[src/rtl/spike_aer_encoder_pkg.sv]
// Shared constants, AER event word layout and the lowest-set-bit helper.
package spike_aer_encoder_pkg;

  localparam int unsigned N_NEURONS  = 8;
  localparam int unsigned ADDR_W     = $clog2(N_NEURONS);
  localparam int unsigned TS_W       = 8;
  localparam int unsigned FIFO_DEPTH = 16;
  localparam int unsigned CNT_W      = $clog2(FIFO_DEPTH) + 1;
  localparam int unsigned DROP_W     = 8;

  // One address-event: neuron index in the upper bits, timestep below.
  typedef struct packed {
    logic [ADDR_W-1:0] addr;
    logic [TS_W-1:0]   ts;
  } aer_event_t;

  localparam int unsigned EVENT_W = $bits(aer_event_t);

  // Index of the lowest set bit; 0 when the vector is empty.
  function automatic logic [ADDR_W-1:0] lsb_index(input logic [N_NEURONS-1:0] v);
    logic [ADDR_W-1:0] idx;
    logic              found;
    idx   = '0;
    found = 1'b0;
    for (int i = 0; i < N_NEURONS; i++) begin
      if (v[i] && !found) begin
        idx   = ADDR_W'(i);
        found = 1'b1;
      end
    end
    return idx;
  endfunction

endpackage

[src/rtl/spike_aer_encoder_if.sv]
// Valid/ready AER event port toward the chip I/O.
interface spike_aer_encoder_if
  import spike_aer_encoder_pkg::*;
();

  logic              valid;
  logic              ready;
  logic [ADDR_W-1:0] addr;
  logic [TS_W-1:0]   ts;

  modport master (output valid, output addr, output ts, input ready);
  modport slave  (input valid, input addr, input ts, output ready);

endinterface

[src/rtl/spike_aer_encoder_fifo.sv]
// Synchronous first-word-fall-through FIFO with occupancy count.
module aer_fifo #(
  parameter int unsigned WIDTH = 11,
  parameter int unsigned DEPTH = 16
) (
  input  logic                   clk,
  input  logic                   rst_n,
  input  logic                   push,
  input  logic [WIDTH-1:0]       din,
  input  logic                   pop,
  output logic [WIDTH-1:0]       dout,
  output logic [$clog2(DEPTH):0] count,
  output logic                   not_empty
);

  localparam int unsigned PTR_W = $clog2(DEPTH);
  localparam int unsigned CW    = PTR_W + 1;

  logic [WIDTH-1:0] mem [DEPTH];
  logic [PTR_W-1:0] wr_ptr;
  logic [PTR_W-1:0] rd_ptr;
  logic [CW-1:0]    count_next;

  // Head entry is always presented; caller only pops when not_empty.
  assign dout = mem[rd_ptr];

  // Occupancy bookkeeping; simultaneous push and pop leaves it unchanged.
  always_comb begin
    count_next = count;
    unique case ({push, pop})
      2'b10:   count_next = count + CW'(1);
      2'b01:   count_next = count - CW'(1);
      default: count_next = count;
    endcase
  end

  // Storage, pointers and registered occupancy/empty flag.
  always_ff @(posedge clk or negedge rst_n) begin
    if (!rst_n) begin
      for (int i = 0; i < DEPTH; i++) mem[i] <= '0;
      wr_ptr    <= '0;
      rd_ptr    <= '0;
      count     <= '0;
      not_empty <= 1'b0;
    end else begin
      if (push) begin
        mem[wr_ptr] <= din;
        wr_ptr      <= wr_ptr + PTR_W'(1);
      end
      if (pop) begin
        rd_ptr <= rd_ptr + PTR_W'(1);
      end
      count     <= count_next;
      not_empty <= (count_next != '0);
    end
  end

endmodule

[src/rtl/spike_aer_encoder.sv]
// Samples spike vectors per timestep, serialises set bits into AER events via a FIFO,
// and counts vectors dropped while the previous one is still being encoded.
module spike_aer_encoder
  import spike_aer_encoder_pkg::*;
(
  input  logic                 clk,
  input  logic                 rst_n,
  input  logic [N_NEURONS-1:0] spike_in,
  input  logic                 spike_valid,
  output logic                 spike_ready,
  spike_aer_encoder_if.master  aer,
  output logic [CNT_W-1:0]     fifo_count,
  output logic                 overflow,
  output logic [DROP_W-1:0]    drop_cnt,
  input  logic                 clr_ovf
);

  logic [TS_W-1:0]      ts_cnt;
  logic [N_NEURONS-1:0] pending;
  logic [TS_W-1:0]      pend_ts;

  logic [N_NEURONS-1:0] pending_next;
  logic [DROP_W-1:0]    drop_cnt_next;
  logic                 overflow_next;
  logic                 capture;
  logic                 drop;
  logic                 can_push;
  logic                 push;
  logic                 pop;
  logic                 fifo_valid;
  aer_event_t           push_ev;
  aer_event_t           head_ev;

  assign capture  = spike_valid & spike_ready;
  assign drop     = spike_valid & ~spike_ready;
  assign pop      = fifo_valid & aer.ready;
  assign can_push = (fifo_count < CNT_W'(FIFO_DEPTH)) | pop;
  assign push     = (pending != '0) & can_push;

  assign aer.valid = fifo_valid;
  assign aer.addr  = head_ev.addr;
  assign aer.ts    = head_ev.ts;

  // Event for the lowest pending neuron, tagged with the vector's timestep.
  always_comb begin
    push_ev      = '0;
    push_ev.addr = lsb_index(pending);
    push_ev.ts   = pend_ts;
  end

  // Pending vector refill/clear and loss accounting.
  always_comb begin
    pending_next  = pending;
    overflow_next = overflow;
    drop_cnt_next = drop_cnt;
    if (capture) begin
      pending_next = spike_in;
    end else if (push) begin
      pending_next = pending & (pending - N_NEURONS'(1));
    end
    if (drop) begin
      overflow_next = 1'b1;
      if (clr_ovf) begin
        drop_cnt_next = DROP_W'(1);
      end else if (drop_cnt != {DROP_W{1'b1}}) begin
        drop_cnt_next = drop_cnt + DROP_W'(1);
      end
    end else if (clr_ovf) begin
      overflow_next = 1'b0;
      drop_cnt_next = '0;
    end
  end

  // Timestep counter, pending register and sticky loss state.
  always_ff @(posedge clk or negedge rst_n) begin
    if (!rst_n) begin
      ts_cnt      <= '0;
      pending     <= '0;
      pend_ts     <= '0;
      spike_ready <= 1'b1;
      overflow    <= 1'b0;
      drop_cnt    <= '0;
    end else begin
      if (spike_valid) ts_cnt <= ts_cnt + TS_W'(1);
      if (capture) pend_ts <= ts_cnt;
      pending     <= pending_next;
      spike_ready <= (pending_next == '0);
      overflow    <= overflow_next;
      drop_cnt    <= drop_cnt_next;
    end
  end

  aer_fifo #(
    .WIDTH (EVENT_W),
    .DEPTH (FIFO_DEPTH)
  ) u_fifo (
    .clk       (clk),
    .rst_n     (rst_n),
    .push      (push),
    .din       (push_ev),
    .pop       (pop),
    .dout      (head_ev),
    .count     (fifo_count),
    .not_empty (fifo_valid)
  );

endmodule
[src/flat_wrapper.sv]
// flat-port wrapper written by rule: the top's interface ports become plain ports
module spike_aer_encoder_flat import spike_aer_encoder_pkg::*;
  (clk, rst_n, spike_in, spike_valid, spike_ready, fifo_count, overflow, drop_cnt, clr_ovf, aer_valid, aer_addr, aer_ts, aer_ready);
  spike_aer_encoder_if aer_i ();
  input  logic clk;
  input  logic rst_n;
  input  logic [N_NEURONS-1:0] spike_in;
  input  logic spike_valid;
  output logic spike_ready;
  output logic [CNT_W-1:0] fifo_count;
  output logic overflow;
  output logic [DROP_W-1:0] drop_cnt;
  input  logic clr_ovf;
  output wire logic [$bits(aer_i.valid)-1:0] aer_valid;
  output wire logic [$bits(aer_i.addr)-1:0] aer_addr;
  output wire logic [$bits(aer_i.ts)-1:0] aer_ts;
  input wire logic [$bits(aer_i.ready)-1:0] aer_ready;
  assign aer_valid = aer_i.valid;
  assign aer_addr = aer_i.addr;
  assign aer_ts = aer_i.ts;
  assign aer_i.ready = aer_ready;
  spike_aer_encoder u_core (.clk(clk), .rst_n(rst_n), .spike_in(spike_in), .spike_valid(spike_valid), .spike_ready(spike_ready), .aer(aer_i), .fifo_count(fifo_count), .overflow(overflow), .drop_cnt(drop_cnt), .clr_ovf(clr_ovf));
endmodule
[config.mk]
export PLATFORM = sky130hd
export DESIGN_NAME = spike_aer_encoder_flat
export DESIGN_NICKNAME = d
export VERILOG_FILES = /design/src/rtl/spike_aer_encoder_pkg.sv /design/src/rtl/spike_aer_encoder_if.sv /design/src/rtl/spike_aer_encoder_fifo.sv /design/src/rtl/spike_aer_encoder.sv /design/src/flat_wrapper.sv
export SDC_FILE = /design/constraint.sdc
export NUM_CORES = 1
export LEC_CHECK = 0
export CAP_MARGIN = 20
export CORE_UTILIZATION = 31
export DETAILED_ROUTE_END_ITERATION = 8
export SLEW_MARGIN = 5
export SYNTH_ARGS = -nofsm -noshare
export SYNTH_HDL_FRONTEND = slang
export SYNTH_SLANG_ARGS = --single-unit
[constraint.sdc]
create_clock -name clk -period 6.8 [get_ports clk]
set_input_delay 1.02 -clock clk [delete_from_list [all_inputs] [get_ports clk]]
set_output_delay 1.02 -clock clk [all_outputs]
set_load 0.02 [all_outputs]
# Yosys cells after proc, flatten, opt, wreduce, memory -nomap -nowiden
# Cells that the tools add are included.
[totals]
out_inout_bits = 27
inputBits = 13
ff_bits = 224
wordCells = 99
[classes]
addsub = 7
n_lt_le_gt_ge = 4
muxes = 29
eq_ne = 3
bitwise = 9
reduce_logical = 21
[ops]
columns = ["cell", "n"]
rows = [
  ["bitwise mux 176 bit", 1],
  ["2-to-1 mux 8 bit", 6],
  ["binary-select mux 11 bit (select 4 bit)", 1],
  ["demux 11 bit (select 4 bit)", 1],
  ["2-to-1 mux 11 bit", 3],
  ["2-to-1 mux 3 bit", 6],
  ["adder 8 x 1 -> 8 bit (second input constant)", 2],
  [">= comparator 5 bit (second input constant)", 2],
  ["2-to-1 mux 1 bit", 10],
  ["NOT 4 -> 5 bit", 2],
  ["one-hot mux 5 bit (2 select lines)", 1],
  ["adder 4 x 1 -> 4 bit (second input constant)", 2],
  ["bitwise AND 8 bit", 1],
  ["logical AND 1 bit", 8],
  ["logical NOT 8 bit", 1],
  ["inequality test 8 bit (second input constant)", 1],
  ["nonzero test 8 bit", 1],
  ["subtractor 8 x 1 -> 8 bit (second input constant)", 1],
  ["logical NOT 1 bit", 7],
  ["adder 5 x 1 -> 5 bit (second input constant)", 1],
  ["less-than comparator 5 x 1 -> 1 bit (second input constant)", 1],
  ["less-than comparator 5 bit (second input constant)", 1],
  ["nonzero test 5 bit", 1],
  ["subtractor 5 x 1 -> 5 bit (second input constant)", 1],
  ["7 further kinds", 11],
]

# Logic depth before layout (Yosys ltp)
# Gate-level depths: netlist (run 1).
[logic_depth]
ltp_word = 23
ltp_mapped = 13
mapped_depth_nobuf = 11

# By module
# A second synthesis (run 1) with hierarchy kept.
[unflattened]
cells_unflattened = 705
hier_area_um2 = 10316.1
[modules_own_cells]
columns = ["module", "cells_each", "n_inst", "seq_area_each_um2", "area_per_inst_um2"]
rows = [
  ["aer_fifo", 538, 1, 4754.6, 8673.3],
  ["spike_aer_encoder", 167, 1, 852.1, 1642.8],
]

# Worst setup path after synthesis (run 1)
# No wires, ideal clock.
[synth_path]
path_type = "input port to flip-flop"
startpoint = "in aer_ready"
endpoint = "reg u_core.u_fifo.not_empty"
setup_time_ns = 0.146
path_stages = 12
path_slack_ns = 3.139
path_buffers = 1
arrival_time_ns = 3.514
required_ns = 6.654
cell_sequence = "a21boi_0 -> a21oi_1 -> buf_2 -> inv_1 -> ha_1 -> xor2_1 -> ha_1 -> a21oi_1 -> xor2_1 -> nor2_1 -> xor2_1 -> or4b_2"
[synth_via]
elab_chain_cells = 6
word_cells_on_any_way = 7
cone_classes = "eq/ne: 2; mux: 1; bitwise: 3; reduce/logical: 1"
[synth_rtl]
columns = ["item", "line_no", "source"]
rows = [
  ["from (decl)", "flat_wrapper.sv:17", "input wire logic [$bits(aer_i.ready)-1:0] aer_ready;"],
  ["bitwise AND 1 bit (*)", "spike_aer_encoder.sv:36", "assign pop = fifo_valid & aer.ready;"],
  ["OR 1 bit", "spike_aer_encoder.sv:37", "assign can_push = (fifo_count < CNT_W'(FIFO_DEPTH)) | pop;"],
  ["bitwise AND 1 bit", "spike_aer_encoder.sv:38", "assign push = (pending != '0) & can_push;"],
  ["equality test 2 x 1 -> 1 bit / equality test 2 bit (equally long branches)", "spike_aer_encoder_fifo.sv:30", "unique case ({push, pop})"],
  ["one-hot mux 5 bit (2 select lines) (*)", "spike_aer_encoder_fifo.sv:30", ""],
  ["via u_core.u_fifo.count_next[2]", "spike_aer_encoder_fifo.sv:22", "logic [CW-1:0] count_next;"],
  ["nonzero test 5 bit (*)", "spike_aer_encoder_fifo.sv:54", "not_empty <= (count_next != '0);"],
  ["to (signal assigned)", "spike_aer_encoder_fifo.sv:54", ""],
  ["to (decl)", "spike_aer_encoder_fifo.sv:13", "output logic not_empty"],
]
# Mark *: on every way through the listed nets, which the timed path passes. The rest lies on a longest branch.
# A chain may end at the register's enable or synchronous reset.

# Worst setup path after layout (run 1)
[layout_path]
startpoint = "reg u_core.u_fifo.rd_ptr[1]"
endpoint = "out aer_ts[3]"
[layout_via]
elab_chain_cells = 4
[layout_rtl]
columns = ["item", "line_no", "source"]
rows = [
  ["from (decl)", "spike_aer_encoder_fifo.sv:21", "logic [PTR_W-1:0] rd_ptr;"],
  ["from (signal assigned)", "spike_aer_encoder_fifo.sv:51", "rd_ptr <= rd_ptr + PTR_W'(1);"],
  ["NOT 4 -> 5 bit (not written as such)", "spike_aer_encoder_fifo.sv:25", "assign dout = mem[rd_ptr];"],
  ["binary-select mux 11 bit (select 4 bit)", "spike_aer_encoder_fifo.sv:25", ""],
  ["2-to-1 mux 11 bit (not written as such) (2 in a row)", "spike_aer_encoder_fifo.sv:25", ""],
  ["to (decl)", "flat_wrapper.sv:16", "output wire logic [$bits(aer_i.ts)-1:0] aer_ts;"],
]
# No other way between the ends. The select of a mux whose other input is x is not followed.

==> results.md, run 1 <==
* Unique masters post-synth at 48
* Outcome: finished, final reports clean
* VDD IR max at 0.0002459 V
* GRT Total Usage at 0.1478
* Critical Path AT at around 3600 ps
* Crit. End Element: output port
* Setup TNS at 0 ps
* P&R area growth vs syn at 15.44%
* H-Tree Depth at 1
* Die Area at 34,080 sq um
* Post-route ant nets at 0
* Rows at 66
* Starting density of the core at 0.3162
* Via/cell ratio at between 4 and 5
* Post-layout power at 5798 uW
* Layout Skew at between 15 and 20 ps
* Pre-antenna DRT Iters at 4
* Worst-margin pin slew at 1130 ps
* Hold_buf cts at 0
* Worst-Skew Late Latency at 530 ps
* Total of max-cap violations at 0
* Die width at 184.6 um
* Vias in the first global route at 6,815
* IO Port Bufs at 39
* CP max stage delay at between 800 and 900 ps
* Register area share after synthesis at 0.5423
* Total number of vias at 6,519
* Syn Nets at 859
* Initial antenna violation count at 0
* Max_slew headroom at 0.2443
* Top Ports at 40
* Total CTS buffers at 25
* Chip Height at 184.6 um
* RSZ-0062 raised after global routing: no
* CP Max Fanout at 14
* Critical path required time at 5780 ps
* Pwr/cell area at 485.8 nW/um^2
* Core Box Area at 32,700 sq um
* Grt ovf at 0
* Mapped cell area at 10,340 sq um
* Fraction of registers with async set/reset at 1.000
* GPL Wtd Cong at 0.7905
* Num Clock Sinks at 224
* Clock Pin Slew Worst Setup and Hold Paths at 50 ps
* Clock Tree Buf Depth at 3
* Crit Path Class: flop to output port
* Leak at approximately 0.0054 uW
* CTS root buf: clkbuf_16
* Ant. Diodes at 0
* Final wirelength at 24,190 um
* Nets at 878
* Final hold violations at 0
* Yosys warning total at 0
* Post-CTS Setup Inserts at 0
* Gate Count Post-Synth at 836
* Hpwl dp at 14,220 um
* Setup crit start kind: flop
* Fin crit share at 0.6738
* Final worst path period need at 4582 ps
* Share of post-route cells with drive strength above 1 at 0.2566
* WL/cell at 18.39 um
* Max Slew Vio Count at 0
* Top delay family on crit path: buffers and inverters
* Slowest stage cell, crit path: dfrtp_1
* DR iter-0 viols at 359
* Syn Area/Cell at 12.37 sq um
* Hold Path Class: flop to flop
* Top_reg_cell synth: dfrtp_1
* Pin count of the biggest net entering global routing at approximately 120
* Critical path, cell by cell: buf_4 > and2_1 > a221oi_1 > o21ai_0 > nand2_1 > clkdlybuf4s50_1
* DRC viols at 0
* First-pass GRT wire length at just under 40,000 um
* Flops & latches, synth at roughly 220
* Final setup viols at 0
* Post-synth EDFFs at 0
* PostCTS Resize Cnt at 0
* Max Freq at 0.2183 GHz
* CTS tree: built
* CP bufs+invs at 2
-- final cells by class --
cell class	count	area (sq um)
clock buffers	36	726.9
well taps	442	553.0
clock inverters	9	98.84
multi-input cells	549	4437
flip-flops and latches	224	5610
fillers	3242	20770
repair buffers	48	483.0
inverters	7	26.28
-- per-stage QoR --
stage,instances,cell area (sq um),hold slack [ps],utilization,setup slack [ps]
after floorplan,836,10340,444.4,-,3139
after global placement,1269,11080,456.6,0.3389,2704
after detailed placement,1269,11080,462.8,0.3389,2645
after CTS,1314,11910,474.4,0.3641,2185
after global routing,1315,11940,498.5,0.3650,1979
final,1315,11940,471.6,0.3650,2218
-- path summary, 6_finish.rpt --
check                                               end                    start  slack (ps)  depth (start not counted)
worst max-delay path                          aer_ts[3]  u_core.u_fifo.rd_ptr[1]        2220                          6
worst min-delay path                   u_core.ts_cnt[7]         u_core.ts_cnt[7]         470                          1
worst max register to register  u_core.u_fifo.not_empty        u_core.pending[1]        3600                         11
worst min register to register         u_core.ts_cnt[7]         u_core.ts_cnt[7]         470                          1
max in group asynchronous        u_core.u_fifo.mem[129]                    rst_n        5030                          3
min in group asynchronous        u_core.u_fifo.mem[144]                    rst_n         580                          1
-- layer usage --
metal | track usage | share of wire | vias to the layer above | wire length (um)
met1 | 0.2022 | 0.46 | 3306 | 11220
li1 | - | - | 3043 | -
met2 | 0.2395 | 0.46 | 127 | 11170
met3 | 0.02351 | 0.047 | 43 | 1126
met5 | 0 | 0 | - | 0
met4 | 0.04562 | 0.028 | 0 | 679
-- cells by family (layout without fill, tap and decap cells) --
kind of cell,Yosys count,count (layout),synth area share
mux,201,201,0.2387
xor+xnor,23,23,0.01948
compound gates,139,139,0.07854
fa+ha+maj,10,10,0.01210
simple gates,176,176,0.08036
buf+inv,63,100,0.02856
flops,224,224,0.5423
-- cell usage in the layout (no fill, tap or decap), types with 3 or more instances in the layout --
cell,instances
nand4_1,9
clkbuf_1,5
nand3_1,15
inv_1,7
nand2_1,104
nor2b_1,6
clkbuf_16,25
and2_1,5
clkdlybuf4s50_1,38
nor3_1,4
a221oi_1,11
dfrtp_1,222
nor2_1,14
mux2_2,144
clkbuf_8,6
clkinv_2,6
a21oi_1,19
xnor2_1,13
mux2i_1,35
o31ai_1,3
ha_1,10
xor2_1,10
o21ai_0,82
mux4_2,22
and3_1,3
a22oi_1,12
buf_4,8
-- state kept, by name, indices dropped and copies added, names as in the netlist --
register and flops:
u_core.pending 8, u_core.u_fifo.count 5, u_core.drop_cnt 8, u_core.u_fifo.not_empty 1, u_core.pend_ts 8, u_core.u_fifo.mem 176, u_core.u_fifo.wr_ptr 4, u_core.spike_ready 1
u_core.u_fifo.rd_ptr 4, u_core.overflow 1, u_core.ts_cnt 8
-- where the power goes --
group          total, uW  leakage, uW  internal, uW  switching, uW
Clock               1350     0.000413           815            531
Sequential          2310      0.00294          1790            517
Combinational       2140      0.00208          1040           1100
-- synthesized netlist by cell type, drive strengths merged, types with 10 or more instances --
| cell type | n | area, sq um |
|---|---|---|
| nand2 | 104 | 390.4 |
| nand3 | 15 | 75.07 |
| a221oi | 11 | 96.34 |
| mux2i | 35 | 350.3 |
| nand4 | 10 | 68.81 |
| o21ai | 82 | 410.4 |
| ha | 10 | 125.1 |
| a22oi | 12 | 90.09 |
| buf | 24 | 148.9 |
| a21oi | 19 | 95.09 |
| clkbuf | 32 | 120.1 |
| dfrtp | 223 | 5580 |
| mux4 | 22 | 495.5 |
| xnor2 | 13 | 113.9 |
| mux2 | 144 | 1622 |
| nor2 | 14 | 52.55 |
| xor2 | 10 | 87.58 |
(Power assumes the default switching activity.)
==> run 2, diff against run 1 <==
Clock period 6.8 ns to 4.45 ns, I/O delays scaled along.
==> results.md, run 2 (synthesis results as in run 1) <==
* Outcome: finished, final reports clean
* Max_slew headroom at 0.3044 (+0.06012)
* Final worst path period need at 3891 ps
* Post-CTS Setup Inserts at 0 (unchanged)
* Hold Path Class: input port to async pin
* Nets at 891 (+1.5%)
* GPL Wtd Cong at 0.7552 (-4.5%)
* Via/cell ratio at 4.941 (-0.34%)
* Starting density of the core at 0.3162 (unchanged)
* Fin area at 12,070 sq um (+1.1%)
* Largest reg by FF count: u_core.u_fifo.mem
* Met2 Usage GRT at 0.2364 (-0.003170)
* Worst-Skew Late Latency at 530 ps (about the same)
* Final hold violations at 0 (unchanged)
* Critical path, cell by cell: and2_1 > a221oi_1 > o21ai_0 > nand2_1 > clkdlybuf4s50_1
* Crit. End Element: output port
* PostCTS Resize Cnt at 0 (unchanged)
* Layout Skew at 14.83 ps (-1.466 ps)
* GRT Total Usage at 0.1478 (about the same)
* DRC viols at 0 (unchanged)
* Fin crit share at 0.8743
* Grt ovf at 0 (unchanged)
* Initial antenna violation count at 0 (unchanged)
* Worst R2R End: u_core.u_fifo.not_empty
* Pwr/cell area at 740.5 nW/um^2 (+52%)
* Hpwl dp at 15,000 um (+5.5%)
* IO Port Bufs at 39 (unchanged)
* VDD IR max at 0.0003947 V (+61%)
* Worst-margin pin slew at 1040 ps (-90.12 ps)
* RSZ-0062 raised after global routing: no
* Total CTS buffers at 26 (+4.0%)
* Fillers at 3,234 (-0.25%)
* Clock Tree Buf Depth at 3 (unchanged)
* Die Area at 34,080 sq um (unchanged)
* R2r startpoint: u_core.pending[1]
* Placed Cells at 1,282 (+1.0%)
* CTS root buf: clkbuf_16
* Leak at 0.005497 uW (+1.1%)
* GRT Max-Usage Layer: met2
* Pre-antenna DRT Iters at 5 (+1)
* Critical path required time at 3780 ps (-2000 ps)
* FF-to-FF path depth at 11 (unchanged)
* Total of max-cap violations at 0 (unchanged)
* Num Clock Sinks at 224 (unchanged)
* P&R area growth vs syn at 16.74%
* Vias in the first global route at 6,802 (-0.19%)
* Final setup viols at 0 (unchanged)
* Core Box Area at 32,700 sq um (unchanged)
* Critical Path AT at 3220 ps (-340 ps)
* Final Non-Filler Cells at 1,329 (+1.1%)
* First-pass GRT wire length at 39,050 um (+0.73%)
* Final wirelength at 23,940 um (-1.0%)
* Slowest stage cell, crit path: dfrtp_1
* Ant. Diodes at 0 (unchanged)
* Die width at 184.6 um (unchanged)
* Hold_buf cts at 0 (unchanged)
* Max Freq at 0.2570 GHz
* Clock Pin Slew Worst Setup and Hold Paths at 60 ps (about the same)
* Reg2reg setup slack at 1250 ps (-2350 ps)
* CP max stage delay at 810 ps (-30 ps)
* Most common cell after layout, fill and taps aside: dfrtp_1
* Pin count of the biggest net entering global routing at 128 (+11%)
* CP Max Fanout at 15 (+1)
* Setup crit start kind: flop
* Max reg flops at 176 (unchanged)
* DR iter-0 viols at 355 (-1.1%)
* Most frequent cells in the layout: dfrtp_1, mux2_2, nand2_1, o21ai_0, clkdlybuf4s50_1
* Chip Height at 184.6 um (unchanged)
* CTS tree: built
* Post-route ant nets at 0 (unchanged)
* Setup TNS at 0 ps (unchanged)
* WL/cell at 18.01 um (-2.1%)
* H-Tree Depth at 1 (unchanged)
* Crit Path Class: flop to output port
* Rows at 66 (unchanged)
* Share of post-route cells with drive strength above 1 at 0.2694 (+0.01286)
* Top Ports at 40 (unchanged)
* Routing usage on met1 at 0.2070 (+0.004876)
* Post-DP Area at 11,200 sq um (+1.1%)
* Max Slew Vio Count at 0 (unchanged)
* Total number of vias at 6,566 (+0.72%)
* Met3 usage at 0.01838 (-0.005137)
==> run 2: area by class of cell <==
cell class	instances	area, sq um	share of cell area
flip-flops and latches	224	5610	0.4649
multi-input cells	549	4437	0.3676
clock buffers	38	787.0	0.06521
repair buffers	60	578.1	0.04790
well taps	442	553.0	0.04582
clock inverters	9	77.57	0.006428
inverters	7	26.28	0.002177
==> run 2: how the worst max path moves through the flow <==
stage                               to                    start  cells after the start  slack (ps)
2_1_floorplan  u_core.u_fifo.not_empty                aer_ready                     12        1140
3_3_place_gp   u_core.u_fifo.not_empty                aer_ready                     12         760
3_5_place_dp   u_core.u_fifo.not_empty                aer_ready                     12         680
4_1_cts                      aer_ts[7]  u_core.u_fifo.rd_ptr[2]                      5         570
5_1_grt                      aer_ts[3]  u_core.u_fifo.rd_ptr[2]                      6         380
6_report                   aer_addr[1]  u_core.u_fifo.rd_ptr[2]                      5         560
==> run 2: worst max-delay path: cells and delay by family (launching register included) <==
family / cells / cell delay (ps)
AO/OA/AOI/OAI: 2 / 450
flip-flops: 1 / 810
AND/OR/NAND/NOR: 2 / 880
buffers and inverters: 1 / 560
==> run 2: metal layers <==
layer | vias up | share of wire | wire length, um
met5 | - | 0 | 0
met4 | 0 | 0.032 | 759
met3 | 38 | 0.031 | 737
met2 | 117 | 0.46 | 11120
met1 | 3335 | 0.47 | 11330
li1 | 3076 | - | -
==> run 2: power breakdown <==
part           internal [uW]  switching [uW]  leakage (uW)  total [uW]
clock                   1280             830      0.000422        2110
sequential              2740             688       0.00294        3430
combinational           1630            1770       0.00214        3400
total                   5650            3290       0.00550        8940
==> run 2: stage by stage <==
step / setup slack, ps / util / power [uW] / hold WS, ps
after floorplan: 1142 / - / 5683 / 371.9
after global routing: 376.9 / 0.3691 / 9549 / 317.2
after global placement: 756.4 / 0.3426 / 6828 / 456.4
after CTS: 567.1 / 0.3691 / 9051 / 306.1
after detailed placement: 681.9 / 0.3426 / 6906 / 465.3
final: 559.3 / 0.3691 / 8937 / 241.5
